<file path="src/rtl/n1_dsp_arb.sv">
// Arbiter/sequencer that shares one DSP cell (add/sub + 16x16 mul) between the ALU and AGU.
// Optional round-robin arbitration is enabled by defining N1_DSP_ARB_ROUNDROBIN_EN.
module n1_dsp_arb #(
    parameter int unsigned DSP_LAT = 1
) (
    input  logic        clk_i,
    input  logic        async_rst_i,
    input  logic        alu2arb_req_i,
    input  logic        alu2arb_add_sel_i,
    input  logic        alu2arb_mul_sel_i,
    input  logic [15:0] alu2arb_add_opd0_i,
    input  logic [15:0] alu2arb_add_opd1_i,
    input  logic [15:0] alu2arb_mul_opd0_i,
    input  logic [15:0] alu2arb_mul_opd1_i,
    output logic        arb2alu_ack_o,
    output logic [31:0] arb2alu_add_res_o,
    output logic [31:0] arb2alu_mul_res_o,
    input  logic        agu2arb_req_i,
    input  logic        agu2arb_add_sel_i,
    input  logic        agu2arb_mul_sel_i,
    input  logic [15:0] agu2arb_add_opd0_i,
    input  logic [15:0] agu2arb_add_opd1_i,
    input  logic [15:0] agu2arb_mul_opd0_i,
    input  logic [15:0] agu2arb_mul_opd1_i,
    output logic        arb2agu_ack_o,
    output logic [31:0] arb2agu_add_res_o,
    output logic [31:0] arb2agu_mul_res_o,
    output logic        arb2dsp_add_sel_o,
    output logic        arb2dsp_mul_sel_o,
    output logic [15:0] arb2dsp_add_opd0_o,
    output logic [15:0] arb2dsp_add_opd1_o,
    output logic [15:0] arb2dsp_mul_opd0_o,
    output logic [15:0] arb2dsp_mul_opd1_o,
    input  logic [31:0] dsp2arb_add_res_i,
    input  logic [31:0] dsp2arb_mul_res_i,
    output logic        arb_busy_o
);

    typedef enum logic {
        ST_IDLE = 1'b0,
        ST_BUSY = 1'b1
    } state_t;

    typedef struct packed {
        logic        add_sel;
        logic        mul_sel;
        logic [15:0] add_opd0;
        logic [15:0] add_opd1;
        logic [15:0] mul_opd0;
        logic [15:0] mul_opd1;
    } dsp_op_t;

    localparam logic [1:0] LAT_LOAD = 2'(DSP_LAT);

    state_t      state_r, state_s;
    logic [1:0]  cnt_r, cnt_s;
    logic        win_agu_r, win_agu_s;
    logic        busy_r;
    dsp_op_t     dsp_r, dsp_s;
    dsp_op_t     alu_op_s, agu_op_s;
    logic        any_req_s, grant_agu_s;
    logic        alu_ack_r, alu_ack_s, agu_ack_r, agu_ack_s;
    logic [31:0] alu_add_res_r, alu_add_res_s, alu_mul_res_r, alu_mul_res_s;
    logic [31:0] agu_add_res_r, agu_add_res_s, agu_mul_res_r, agu_mul_res_s;
`ifdef N1_DSP_ARB_ROUNDROBIN_EN
    logic        last_agu_r, last_agu_s;
`endif

    assign alu_op_s = '{alu2arb_add_sel_i, alu2arb_mul_sel_i, alu2arb_add_opd0_i,
                        alu2arb_add_opd1_i, alu2arb_mul_opd0_i, alu2arb_mul_opd1_i};
    assign agu_op_s = '{agu2arb_add_sel_i, agu2arb_mul_sel_i, agu2arb_add_opd0_i,
                        agu2arb_add_opd1_i, agu2arb_mul_opd0_i, agu2arb_mul_opd1_i};

    // Pick the requester that would win if a grant happened this cycle.
    always_comb begin
        any_req_s   = alu2arb_req_i | agu2arb_req_i;
        grant_agu_s = 1'b0;
`ifdef N1_DSP_ARB_ROUNDROBIN_EN
        if (alu2arb_req_i && agu2arb_req_i) begin
            grant_agu_s = ~last_agu_r;
        end else begin
            grant_agu_s = agu2arb_req_i;
        end
`else
        if (alu2arb_req_i) begin
            grant_agu_s = 1'b0;
        end else begin
            grant_agu_s = agu2arb_req_i;
        end
`endif
    end

    // Next-state, operand latching and result capture.
    always_comb begin
        state_s       = state_r;
        cnt_s         = cnt_r;
        win_agu_s     = win_agu_r;
        dsp_s         = dsp_r;
        alu_ack_s     = 1'b0;
        agu_ack_s     = 1'b0;
        alu_add_res_s = alu_add_res_r;
        alu_mul_res_s = alu_mul_res_r;
        agu_add_res_s = agu_add_res_r;
        agu_mul_res_s = agu_mul_res_r;
`ifdef N1_DSP_ARB_ROUNDROBIN_EN
        last_agu_s    = last_agu_r;
`endif
        case (state_r)
            ST_IDLE: begin
                if (any_req_s) begin
                    state_s   = ST_BUSY;
                    cnt_s     = LAT_LOAD;
                    win_agu_s = grant_agu_s;
                    if (grant_agu_s) begin
                        dsp_s = agu_op_s;
                    end else begin
                        dsp_s = alu_op_s;
                    end
`ifdef N1_DSP_ARB_ROUNDROBIN_EN
                    last_agu_s = grant_agu_s;
`endif
                end else begin
                    dsp_s = '0;
                end
            end
            ST_BUSY: begin
                // Operands stay frozen until the capture edge, then return to zero.
                if (cnt_r == 2'd1) begin
                    state_s = ST_IDLE;
                    cnt_s   = 2'd0;
                    dsp_s   = '0;
                    if (win_agu_r) begin
                        agu_add_res_s = dsp2arb_add_res_i;
                        agu_mul_res_s = dsp2arb_mul_res_i;
                        agu_ack_s     = 1'b1;
                    end else begin
                        alu_add_res_s = dsp2arb_add_res_i;
                        alu_mul_res_s = dsp2arb_mul_res_i;
                        alu_ack_s     = 1'b1;
                    end
                end else begin
                    cnt_s = cnt_r - 2'd1;
                end
            end
            default: begin
                state_s = ST_IDLE;
                cnt_s   = 2'd0;
                dsp_s   = '0;
            end
        endcase
    end

    // State, operand and result registers.
    always_ff @(posedge clk_i or negedge async_rst_i) begin
        if (!async_rst_i) begin
            state_r       <= ST_IDLE;
            cnt_r         <= 2'd0;
            win_agu_r     <= 1'b0;
            busy_r        <= 1'b0;
            dsp_r         <= '0;
            alu_ack_r     <= 1'b0;
            agu_ack_r     <= 1'b0;
            alu_add_res_r <= 32'd0;
            alu_mul_res_r <= 32'd0;
            agu_add_res_r <= 32'd0;
            agu_mul_res_r <= 32'd0;
`ifdef N1_DSP_ARB_ROUNDROBIN_EN
            last_agu_r    <= 1'b1;
`endif
        end else begin
            state_r       <= state_s;
            cnt_r         <= cnt_s;
            win_agu_r     <= win_agu_s;
            busy_r        <= (state_s == ST_BUSY);
            dsp_r         <= dsp_s;
            alu_ack_r     <= alu_ack_s;
            agu_ack_r     <= agu_ack_s;
            alu_add_res_r <= alu_add_res_s;
            alu_mul_res_r <= alu_mul_res_s;
            agu_add_res_r <= agu_add_res_s;
            agu_mul_res_r <= agu_mul_res_s;
`ifdef N1_DSP_ARB_ROUNDROBIN_EN
            last_agu_r    <= last_agu_s;
`endif
        end
    end

    assign arb2alu_ack_o      = alu_ack_r;
    assign arb2alu_add_res_o  = alu_add_res_r;
    assign arb2alu_mul_res_o  = alu_mul_res_r;
    assign arb2agu_ack_o      = agu_ack_r;
    assign arb2agu_add_res_o  = agu_add_res_r;
    assign arb2agu_mul_res_o  = agu_mul_res_r;
    assign arb2dsp_add_sel_o  = dsp_r.add_sel;
    assign arb2dsp_mul_sel_o  = dsp_r.mul_sel;
    assign arb2dsp_add_opd0_o = dsp_r.add_opd0;
    assign arb2dsp_add_opd1_o = dsp_r.add_opd1;
    assign arb2dsp_mul_opd0_o = dsp_r.mul_opd0;
    assign arb2dsp_mul_opd1_o = dsp_r.mul_opd1;
    assign arb_busy_o         = busy_r;

endmodule

</file>
<file path="config.mk">
export PLATFORM = sky130hd
export DESIGN_NAME = n1_dsp_arb
export DESIGN_NICKNAME = d
export VERILOG_FILES = /design/src/rtl/n1_dsp_arb.sv
export SDC_FILE = /design/constraint.sdc
export NUM_CORES = 1
export LEC_CHECK = 0
export CAP_MARGIN = 20
export CELL_PAD_IN_SITES_DETAIL_PLACEMENT = 0
export CELL_PAD_IN_SITES_GLOBAL_PLACEMENT = 1
export CORE_UTILIZATION = 31
export CTS_BUF_LIST = sky130_fd_sc_hd__clkbuf_8 sky130_fd_sc_hd__clkbuf_16
export DETAILED_ROUTE_END_ITERATION = 8
export HOLD_SLACK_MARGIN = 0.06
export PLACE_DENSITY_LB_ADDON = 0.1
export SYNTH_ARGS = -nofsm -noshare
export SYNTH_HDL_FRONTEND = slang
export SYNTH_SLANG_ARGS = --single-unit
</file>
<file path="constraint.sdc">
create_clock -name clk_i -period 1.8 [get_ports clk_i]
set_input_delay 0.45 -clock clk_i [delete_from_list [all_inputs] [get_ports clk_i]]
set_output_delay 0.45 -clock clk_i [all_outputs]
set_load 0.01 [all_outputs]
</file>
======== Word-level counts from Yosys, hierarchy flattened ========
Index checks and enable logic that the tools add are counted.
word-level totals
  bits in latches ......................... 0
  RAM bits ................................ 0
  memories ................................ 0
  logic and storage cells ................. 42
  bits in read-only memories .............. 0
  input bits .............................. 200
  register bits after elaboration ......... 200
  output and inout bits ................... 197
cells by class
  $add $sub $neg .......................... 1
  multiplexer cells ....................... 17
  bitwise operators ....................... 3
  reduce and logical (&&, ||, !) cells .... 3
  eq/ne operators ......................... 3
  shift operators ......................... 0
  divide/modulo/power cells ............... 0
  magnitude comparators ................... 0
  $mul .................................... 0
operators with widths
  operator               count
  $mux W66               3
  $pmux W66 S2           1
  $mux W1                9
  $reduce_and A3 Y1      2
  $mux W2                2
  $pmux W2 S2            1
  $eq A2 B1 Y1 const B   1
  $ne A2 B1 Y1 const B   1
  $ne A2 B2 Y1 const B   1
  $not A1 Y1             2
  $pmux W1 S2            1
  $reduce_and A2 Y1      1
  $sub A2 B1 Y2 const B  1
  $or A1 B1 Y1           1

======== Depth between registers and ports, before layout ========
Gate-level depths: netlist of the first run.
  word-level depth ........................ 4
  depth in mapped cells ................... 6
  depth with buffers taken out ............ 4

======== Least setup slack after synthesis of the first run ========
OpenSTA, ideal clock, no wires.
  kind .................................... register -> register
  start point ............................. register cnt_r[0]
  end point ............................... register agu_add_res_r[0] (netlist: arb2agu_add_res_o[0])
  slack ................................... 217 ps
  buffers on the path ..................... 2
  required time ........................... 1672 ps
  cell stages (with the launch flop) ...... 6
  arrival ................................. 1456 ps
  path through ............................ dfrtp_1 > ha_1 > nand3_1 > buf_2 > buf_2 > mux2_1
on the way
  longest elaborated chain between the ends .. 2
RTL lines
  item                                RTL line  source
  from (decl)                         56        logic [1:0] cnt_r, cnt_s;
  from (signal assigned)              172       cnt_r <= cnt_s;
  $eq A2 B1 Y1                        128       if (cnt_r == 2'd1) begin
  $reduce_and A3 Y1 (no source line)  n/a
  to (signal assigned)                180       agu_add_res_r <= agu_add_res_s;
  to (decl)                           64        logic [31:0] agu_add_res_r, agu_add_res_s, agu_mul_res_r, agu_mul_res_s;
No other way between the ends.
A chain may end at the register's enable or synchronous reset.

======== Worst setup path after layout of the first run ========
  start point ............................. register agu_add_res_r[17] (netlist: arb2agu_add_res_o[17])
  end point ............................... output arb2agu_add_res_o[17]
RTL lines
  item       RTL line  source
  to (decl)  26        output logic [31:0] arb2agu_add_res_o,
No word-level cell between the ends.

==> impl_metrics.xml, run 1 <==
<?xml version="1.0" encoding="UTF-8"?>
<metrics>
  <group name="drt">
    <metric name="dr.pass1.iters" unit="">5</metric>
    <metric name="wirelength" unit="um">25200</metric>
    <metric name="drt_drc_violations_left" unit="">0</metric>
    <metric name="via_count" unit="">6126</metric>
    <metric name="postRouteAntennaNets" unit="">0</metric>
    <metric name="routed_wire_length_per_instance" unit="um">20.0</metric>
    <metric name="detail_route.iter0.violations" unit="">235</metric>
    <metric name="post_drt_via_cell_ratio" unit="">4.86</metric>
  </group>
  <group name="timing">
    <metric name="worst_pin_slew" unit="ns">0.475</metric>
    <metric name="setup_viol_count_final" unit="">0</metric>
    <metric name="setup_tns_final" unit="ns">0</metric>
    <metric name="timing.final.max_slew_violations" unit="">0</metric>
    <metric name="period_minus_slack" unit="ns">1.76</metric>
    <metric name="clock-skew-final" unit="ns">0.0106</metric>
    <metric name="hold_vio_cnt_final" unit="">0</metric>
    <metric name="fmax" unit="MHz">569</metric>
    <metric name="post-route-period-util" unit="">0.976</metric>
    <metric name="max-slew-margin-rel" unit="">0.683</metric>
  </group>
  <group name="critical_path">
    <metric name="worst_path_cell_chain" unit="">clkdlybuf4s50_1</metric>
    <metric name="crit_required" unit="ns">1.35</metric>
    <metric name="timing.setup.critical_path_class" unit="">register to output pin</metric>
    <metric name="cp_data_arrival_time" unit="ns">1.31</metric>
    <metric name="critical_path.max_fanout" unit="">2</metric>
    <metric name="end_kind" unit="">output pin</metric>
    <metric name="critPathSlowestCell" unit="">sky130_fd_sc_hd__clkdlybuf4s50_1</metric>
    <metric name="timing.critical_path.max_delay_family" unit="">buffers and inverters</metric>
    <metric name="critPathLaunchType" unit="">register</metric>
    <metric name="crit_path_max_incr_delay" unit="ns">0.54</metric>
    <metric name="worst-path-buf-inv" unit="">1</metric>
  </group>
  <group name="synthesis">
    <metric name="postSynth.asyncResetShare" unit="">1.00</metric>
    <metric name="mean_instance_size_in_the_synthesized_netlist" unit="sq um">15.4</metric>
    <metric name="synthDistinctLibCells" unit="">20</metric>
    <metric name="synth-edff-count" unit="">0</metric>
    <metric name="synthesis.yosys.warnings" unit="">0</metric>
    <metric name="synthCells" unit="">520</metric>
    <metric name="synth_area" unit="sq um">7990</metric>
    <metric name="synthesis.nets" unit="">722</metric>
    <metric name="synth.top_cells.by_count" unit="">sky130_fd_sc_hd__dfrtp_1, sky130_fd_sc_hd__mux2_1, sky130_fd_sc_hd__a221o_1, sky130_fd_sc_hd__and3b_1, sky130_fd_sc_hd__buf_2</metric>
    <metric name="synth.top_cells.by_area" unit="">sky130_fd_sc_hd__dfrtp_1, sky130_fd_sc_hd__mux2_1, sky130_fd_sc_hd__a221o_1</metric>
    <metric name="synth_sequential_area_ratio" unit="">0.626</metric>
    <metric name="synth_seq_cells" unit="">200</metric>
    <metric name="synth_top_area_frac" unit="">0.626</metric>
    <metric name="yosysMostFrequentCell" unit="">sky130_fd_sc_hd__dfrtp_1</metric>
    <metric name="netlist.top_cell.by_area" unit="">sky130_fd_sc_hd__dfrtp_1</metric>
    <metric name="synthFlopType" unit="">sky130_fd_sc_hd__dfrtp_1</metric>
  </group>
  <group name="global_routing">
    <metric name="grt_antenna_before_repair" unit="">0</metric>
    <metric name="first_global_vias" unit="">6695</metric>
    <metric name="grt_pass1_wl" unit="um">38400</metric>
    <metric name="pin_count_of_the_biggest_net_entering_global_routing" unit="">65</metric>
    <metric name="globalRouteMet3Util" unit="">0.0560</metric>
    <metric name="global_route.usage.met2" unit="">0.335</metric>
    <metric name="grt.total_usage" unit="">0.192</metric>
    <metric name="global_route.usage.met1" unit="">0.222</metric>
    <metric name="global_route.peak_usage_layer" unit="">met2</metric>
    <metric name="globalRouteOverflowTotal" unit="">0</metric>
  </group>
  <group name="clocking">
    <metric name="cts-root-to-sink-buffers" unit="">2</metric>
    <metric name="ctsRootBufferMaster" unit="">sky130_fd_sc_hd__clkbuf_16</metric>
    <metric name="tritoncts.num_buffers" unit="">17</metric>
    <metric name="clkLatencyLatePin" unit="ns">0.42</metric>
    <metric name="clkSinkCount" unit="">200</metric>
    <metric name="htree_num_levels" unit="">4</metric>
    <metric name="cts_tree" unit="">yes</metric>
    <metric name="clkSlewWorstSetupHoldPaths" unit="ns">0.08</metric>
  </group>
  <group name="floorplanning">
    <metric name="area_of_the_die" unit="sq um">26400</metric>
    <metric name="core-area" unit="sq um">25300</metric>
    <metric name="top_level_ports" unit="">397</metric>
    <metric name="floorplan.rows" unit="">58</metric>
    <metric name="fp.dieH" unit="um">163</metric>
    <metric name="start_util" unit="">0.316</metric>
    <metric name="die_x" unit="um">163</metric>
  </group>
  <group name="job">
    <metric name="drv_cap" unit="">0</metric>
  </group>
  <group name="hold_path">
    <metric name="worst_hold_path_type" unit="">register to register</metric>
  </group>
  <group name="status">
    <metric name="run_status" unit="">complete, no violations</metric>
  </group>
  <group name="placed_design">
    <metric name="routabilityCongestion" unit="">0.797</metric>
    <metric name="detailedPlacementHpwl" unit="um">18700</metric>
    <metric name="port_buffers" unit="">396</metric>
  </group>
  <group name="layout">
    <metric name="num_antenna_cells" unit="">0</metric>
    <metric name="layout-drive-gt1-share" unit="">0.0870</metric>
    <metric name="flow.area_growth_from_synthesis" unit="%">64.1</metric>
    <metric name="nNetsFinal" unit="">1120</metric>
  </group>
  <group name="power_and_ir_drop">
    <metric name="p_leak" unit="uW">0.00662</metric>
    <metric name="irDropWorstVdd" unit="uV">654</metric>
    <metric name="post-layout-total-power" unit="uW">21300</metric>
    <metric name="power_density" unit="nW/um^2">1620</metric>
  </group>
</metrics>
==> state kept, by name, indices dropped and copies added, names as in the netlist <==
name and cells:
arb2agu_add_res_o 32, arb2dsp_mul_opd1_o 16, win_agu_r 1, arb2alu_mul_res_o 32, arb_busy_o 1, arb2dsp_add_sel_o 1, arb2dsp_mul_sel_o 1, cnt_r 2
arb2dsp_add_opd1_o 16, arb2dsp_mul_opd0_o 16, arb2dsp_add_opd0_o 16, arb2agu_mul_res_o 32, arb2alu_ack_o 1, arb2agu_ack_o 1, arb2alu_add_res_o 32
==> layout make-up <==
class,instances,area (sq um)
inverters,3,11.3
well taps,330,413
multi-input cells,274,2820
repair buffers,422,4270
fillers,2262,12100
flip-flops and latches,200,5010
clock buffers,18,439
clock inverters,14,153
==> stage by stage <==
stage                     cells  cell area [sq um]   util  hold WS, ns  setup slack (ns)
after floorplan             520               7990      -        0.154             0.217
after global placement     1228              12500  0.496        0.442          0.000394
after detailed placement   1228              12500  0.496        0.450          -0.00669
after CTS                  1261              13000  0.513        0.493          0.000304
after global routing       1261              13100  0.519        0.503          -0.00110
final                      1261              13100  0.519        0.485            0.0439
==> placed cells by master (no fill, tap or decap) <==
master                              n
sky130_fd_sc_hd__a21oi_1            2
sky130_fd_sc_hd__a221o_1           66
sky130_fd_sc_hd__and3_1             1
sky130_fd_sc_hd__and3b_1           66
sky130_fd_sc_hd__buf_12             9
sky130_fd_sc_hd__buf_4             15
sky130_fd_sc_hd__clkbuf_16         18
sky130_fd_sc_hd__clkbuf_8           2
sky130_fd_sc_hd__clkdlybuf4s50_1  203
sky130_fd_sc_hd__clkinv_4           3
sky130_fd_sc_hd__clkinv_8           4
sky130_fd_sc_hd__dfrtp_1          199
sky130_fd_sc_hd__dfrtp_2            1
sky130_fd_sc_hd__dlygate4sd2_1    134
sky130_fd_sc_hd__dlygate4sd3_1      1
sky130_fd_sc_hd__dlymetal6s2s_1    58
sky130_fd_sc_hd__ha_1               1
sky130_fd_sc_hd__ha_4               1
sky130_fd_sc_hd__inv_1              4
sky130_fd_sc_hd__inv_6              4
sky130_fd_sc_hd__inv_8              2
sky130_fd_sc_hd__mux2_1           109
sky130_fd_sc_hd__mux2_2            19
sky130_fd_sc_hd__nand2_1            1
sky130_fd_sc_hd__nand3_4            1
sky130_fd_sc_hd__nand3b_1           1
sky130_fd_sc_hd__nor2b_4            1
sky130_fd_sc_hd__nor3_1             1
sky130_fd_sc_hd__nor3b_4            1
sky130_fd_sc_hd__nor4_1             1
sky130_fd_sc_hd__o21bai_1           1
sky130_fd_sc_hd__o41ai_1            1
==> logic make-up after synthesis <==
logic type | after synthesis | share of synthesized area
DFF | 200 | 0.626
muxes | 128 | 0.180
and+or+nand+nor | 74 | 0.0789
AOI/OAI and AO/OA | 70 | 0.0860
buffers and inverters | 46 | 0.0254
adders and majority gates | 2 | 0.00313
==> what timing repair did <==
item	CTS	global route
setup endpoints to repair	134	86
hold buffers	1	0
resized for setup	134	60
hold endpoints to repair	40	0
setup buffers	0	0
==> routing by layer <==
metal	vias up	wire length (um)	share of wire
met5	-	0	0
li1	2770	-	-
met4	0	708	0.028
met3	34	1860	0.074
met1	3047	9950	0.40
met2	275	12700	0.50
==> worst paths after layout <==
check                                       from                    end  slack [ns]  cells after the start
min in group asynchronous            async_rst_i  arb2agu_mul_res_o[22]        0.55                      2
max                        arb2agu_add_res_o[17]  arb2agu_add_res_o[17]        0.04                      1
max reg2reg                             cnt_r[0]  arb2alu_add_res_o[26]        0.08                      4
min                        arb2alu_add_res_o[21]  arb2alu_add_res_o[21]        0.48                      1
max in group asynchronous            async_rst_i  arb2alu_add_res_o[26]        0.62                      3
min reg2reg                arb2alu_add_res_o[21]  arb2alu_add_res_o[21]        0.48                      1
==> report_power, final <==
group          internal [uW]  switching [uW]  leakage, uW
Sequential              6730            1120      0.00243
Combinational           5250            4410      0.00389
Clock                   1900            1870     0.000292
Total                  13900            7400      0.00662
(Power assumes the default switching activity.)
==> inputs of run 2 (changes only) <==
--- a/config.mk
+++ b/config.mk
@@ -12,5 +12,5 @@
 export CTS_BUF_LIST = sky130_fd_sc_hd__clkbuf_8 sky130_fd_sc_hd__clkbuf_16
 export DETAILED_ROUTE_END_ITERATION = 8
-export HOLD_SLACK_MARGIN = 0.06
+export HOLD_SLACK_MARGIN = 0.1
 export PLACE_DENSITY_LB_ADDON = 0.1
 export SYNTH_ARGS = -nofsm -noshare
==> constraint.sdc (replaced) <==
create_clock -name clk_i -period 1.8 [get_ports clk_i]
set_input_delay 0.36 -clock clk_i [delete_from_list [all_inputs] [get_ports clk_i]]
set_output_delay 0.36 -clock clk_i [all_outputs]
set_load 0.01 [all_outputs]
==> impl_metrics.xml, run 2 (synthesis results as in run 1) <==
<?xml version="1.0" encoding="UTF-8"?>
<metrics>
  <group name="timing">
    <metric name="period_minus_slack" unit="ns">1.73</metric>
    <metric name="clock-skew-final" unit="ns">0.0130</metric>
    <metric name="setup_viol_count_final" unit="">0</metric>
    <metric name="hold_vio_cnt_final" unit="">0</metric>
    <metric name="fmax" unit="MHz">576</metric>
    <metric name="rsz0062_at_grt" unit="">false</metric>
    <metric name="max-slew-margin-rel" unit="">0.675</metric>
    <metric name="timing.final.max_slew_violations" unit="">0</metric>
    <metric name="worst_pin_slew" unit="ns">0.488</metric>
    <metric name="setup_tns_final" unit="ns">0</metric>
    <metric name="post-route-period-util" unit="">0.964</metric>
  </group>
  <group name="placed_design">
    <metric name="routabilityCongestion" unit="">0.790</metric>
    <metric name="post_dp_cell_area" unit="sq um">12500</metric>
    <metric name="detailedPlacementHpwl" unit="um">18100</metric>
    <metric name="port_buffers" unit="">396</metric>
  </group>
  <group name="drt">
    <metric name="postRouteAntennaNets" unit="">0</metric>
    <metric name="post_drt_via_cell_ratio" unit="">4.83</metric>
    <metric name="via_count" unit="">6086</metric>
    <metric name="drt_drc_violations_left" unit="">0</metric>
    <metric name="wirelength" unit="um">24300</metric>
    <metric name="routed_wire_length_per_instance" unit="um">19.3</metric>
    <metric name="dr.pass1.iters" unit="">4</metric>
    <metric name="detail_route.iter0.violations" unit="">221</metric>
  </group>
  <group name="clocking">
    <metric name="clkLatencyLatePin" unit="ns">0.42</metric>
    <metric name="clkSinkCount" unit="">200</metric>
    <metric name="tritoncts.num_buffers" unit="">17</metric>
    <metric name="htree_num_levels" unit="">4</metric>
    <metric name="cts-root-to-sink-buffers" unit="">2</metric>
    <metric name="ctsRootBufferMaster" unit="">sky130_fd_sc_hd__clkbuf_16</metric>
    <metric name="clkSlewWorstSetupHoldPaths" unit="ns">0.08</metric>
    <metric name="cts_tree" unit="">yes</metric>
  </group>
  <group name="critical_path">
    <metric name="crit_path_max_incr_delay" unit="ns">0.57</metric>
    <metric name="critical_path.max_fanout" unit="">2</metric>
    <metric name="timing.critical_path.max_delay_family" unit="">buffers and inverters</metric>
    <metric name="critPathSlowestCell" unit="">sky130_fd_sc_hd__clkdlybuf4s50_1</metric>
    <metric name="timing.setup.critical_path_class" unit="">register to output pin</metric>
    <metric name="worst_path_cell_chain" unit="">clkdlybuf4s50_1</metric>
    <metric name="crit_required" unit="ns">1.44</metric>
    <metric name="end_kind" unit="">output pin</metric>
    <metric name="cp_data_arrival_time" unit="ns">1.37</metric>
    <metric name="critPathLaunchType" unit="">register</metric>
    <metric name="worst-path-buf-inv" unit="">1</metric>
  </group>
  <group name="floorplanning">
    <metric name="start_util" unit="">0.316</metric>
    <metric name="top_level_ports" unit="">397</metric>
    <metric name="floorplan.rows" unit="">58</metric>
    <metric name="area_of_the_die" unit="sq um">26400</metric>
    <metric name="fp.dieH" unit="um">163</metric>
    <metric name="die_x" unit="um">163</metric>
    <metric name="core-area" unit="sq um">25300</metric>
  </group>
  <group name="hold_path">
    <metric name="worst_hold_path_type" unit="">primary input to asynchronous set/reset pin</metric>
  </group>
  <group name="global_routing">
    <metric name="globalRouteMet3Util" unit="">0.0476</metric>
    <metric name="global_route.usage.met2" unit="">0.323</metric>
    <metric name="grt_pass1_wl" unit="um">37300</metric>
    <metric name="first_global_vias" unit="">6548</metric>
    <metric name="global_route.peak_usage_layer" unit="">met2</metric>
    <metric name="grt.total_usage" unit="">0.185</metric>
    <metric name="grt_antenna_before_repair" unit="">0</metric>
    <metric name="globalRouteOverflowTotal" unit="">0</metric>
    <metric name="pin_count_of_the_biggest_net_entering_global_routing" unit="">55</metric>
    <metric name="global_route.usage.met1" unit="">0.217</metric>
  </group>
  <group name="power_and_ir_drop">
    <metric name="irDropWorstVdd" unit="uV">769</metric>
    <metric name="power_density" unit="nW/um^2">1710</metric>
    <metric name="p_leak" unit="uW">0.00571</metric>
  </group>
  <group name="status">
    <metric name="run_status" unit="">complete, no violations</metric>
  </group>
  <group name="layout">
    <metric name="flow.area_growth_from_synthesis" unit="%">63.9</metric>
    <metric name="postLayoutCoreUtil" unit="">0.519</metric>
    <metric name="layout-drive-gt1-share" unit="">0.0870</metric>
    <metric name="most-common-layout-cells" unit="">sky130_fd_sc_hd__clkdlybuf4s50_1, sky130_fd_sc_hd__dfrtp_1, sky130_fd_sc_hd__mux2_1, sky130_fd_sc_hd__and3b_1, sky130_fd_sc_hd__a221o_1</metric>
    <metric name="stdcell_area" unit="sq um">13100</metric>
    <metric name="num_antenna_cells" unit="">0</metric>
    <metric name="nNetsFinal" unit="">1120</metric>
    <metric name="fillers" unit="">2183</metric>
    <metric name="most_common_cell_after_layout_fill_and_taps_aside" unit="">sky130_fd_sc_hd__clkdlybuf4s50_1</metric>
  </group>
  <group name="job">
    <metric name="drv_cap" unit="">0</metric>
  </group>
</metrics>
==> run 2: worst paths after layout <==
path / startpoint / endpoint / slack [ns] / cells past startpoint
worst max-delay path: arb2dsp_add_opd1_o[4] / arb2dsp_add_opd1_o[4] / 0.07 / 1
worst min-delay path: async_rst_i / arb2agu_mul_res_o[22] / 0.46 / 2
worst max register to register: cnt_r[1] / arb2dsp_add_opd0_o[2] / 0.11 / 5
worst min register to register: arb2agu_add_res_o[6] / arb2agu_add_res_o[6] / 0.49 / 1
max in group asynchronous: async_rst_i / arb2alu_add_res_o[9] / 0.73 / 3
min in group clk_i: arb2agu_add_res_o[6] / arb2agu_add_res_o[6] / 0.49 / 1
==> run 2: repair_timing <==
action / in CTS / in global routing
resized for setup: 1 / 0
buffers inserted: 2 / 0
setup endpoints to repair: 2 / 0
hold buffers: 1 / 0
hold endpoints to repair: 47 / 0
==> run 2: metrics by stage <==
stage | setup WS (ns) | std cells | power (uW) | hold WS [ns]
2_1_floorplan | 0.217 | 520 | 12500 | 0.0644
3_3_place_gp | 0.0914 | 1226 | 18700 | 0.363
3_5_place_dp | 0.0659 | 1226 | 19000 | 0.368
4_1_cts | 0.0285 | 1261 | 22800 | 0.462
5_1_grt | 0.00420 | 1261 | 23800 | 0.493
6_report | 0.0651 | 1261 | 22400 | 0.464
==> run 2: layout make-up <==
cell class | count | area (sq um) | area share
repair buffers | 422 | 4280 | 0.327
clock buffers | 18 | 439 | 0.0335
inverters | 3 | 11.3 | 0.000860
clock inverters | 14 | 136 | 0.0104
well taps | 330 | 413 | 0.0315
flip-flops and latches | 200 | 5010 | 0.382
multi-input cells | 274 | 2810 | 0.215
==> run 2: where the power goes <==
part / internal, uW / total, uW / switching (uW) / leakage (uW)
registers: 6740 / 7910 / 1180 / 0.00243
logic: 6450 / 10800 / 4380 / 0.00299
clock network: 1870 / 3690 / 1810 / 0.000288
total: 15100 / 22400 / 7370 / 0.00571
==> run 2: layer usage <==
metal	part of all wire	up-vias
li1	-	2760
met1	0.40	3005
met2	0.50	284
met3	0.072	37
met4	0.028	0
met5	0	-
==> run 2: worst reg2reg max path: cells and delay by family, from the launching register on <==
family | cells | cell delay [ns]
buffers and inverters | 2 | 0.44
flip-flops | 1 | 0.37
AO/OA/AOI/OAI | 1 | 0.27
adder cells (fa/ha/maj) | 1 | 0.24
AND/OR/NAND/NOR | 1 | 0.24
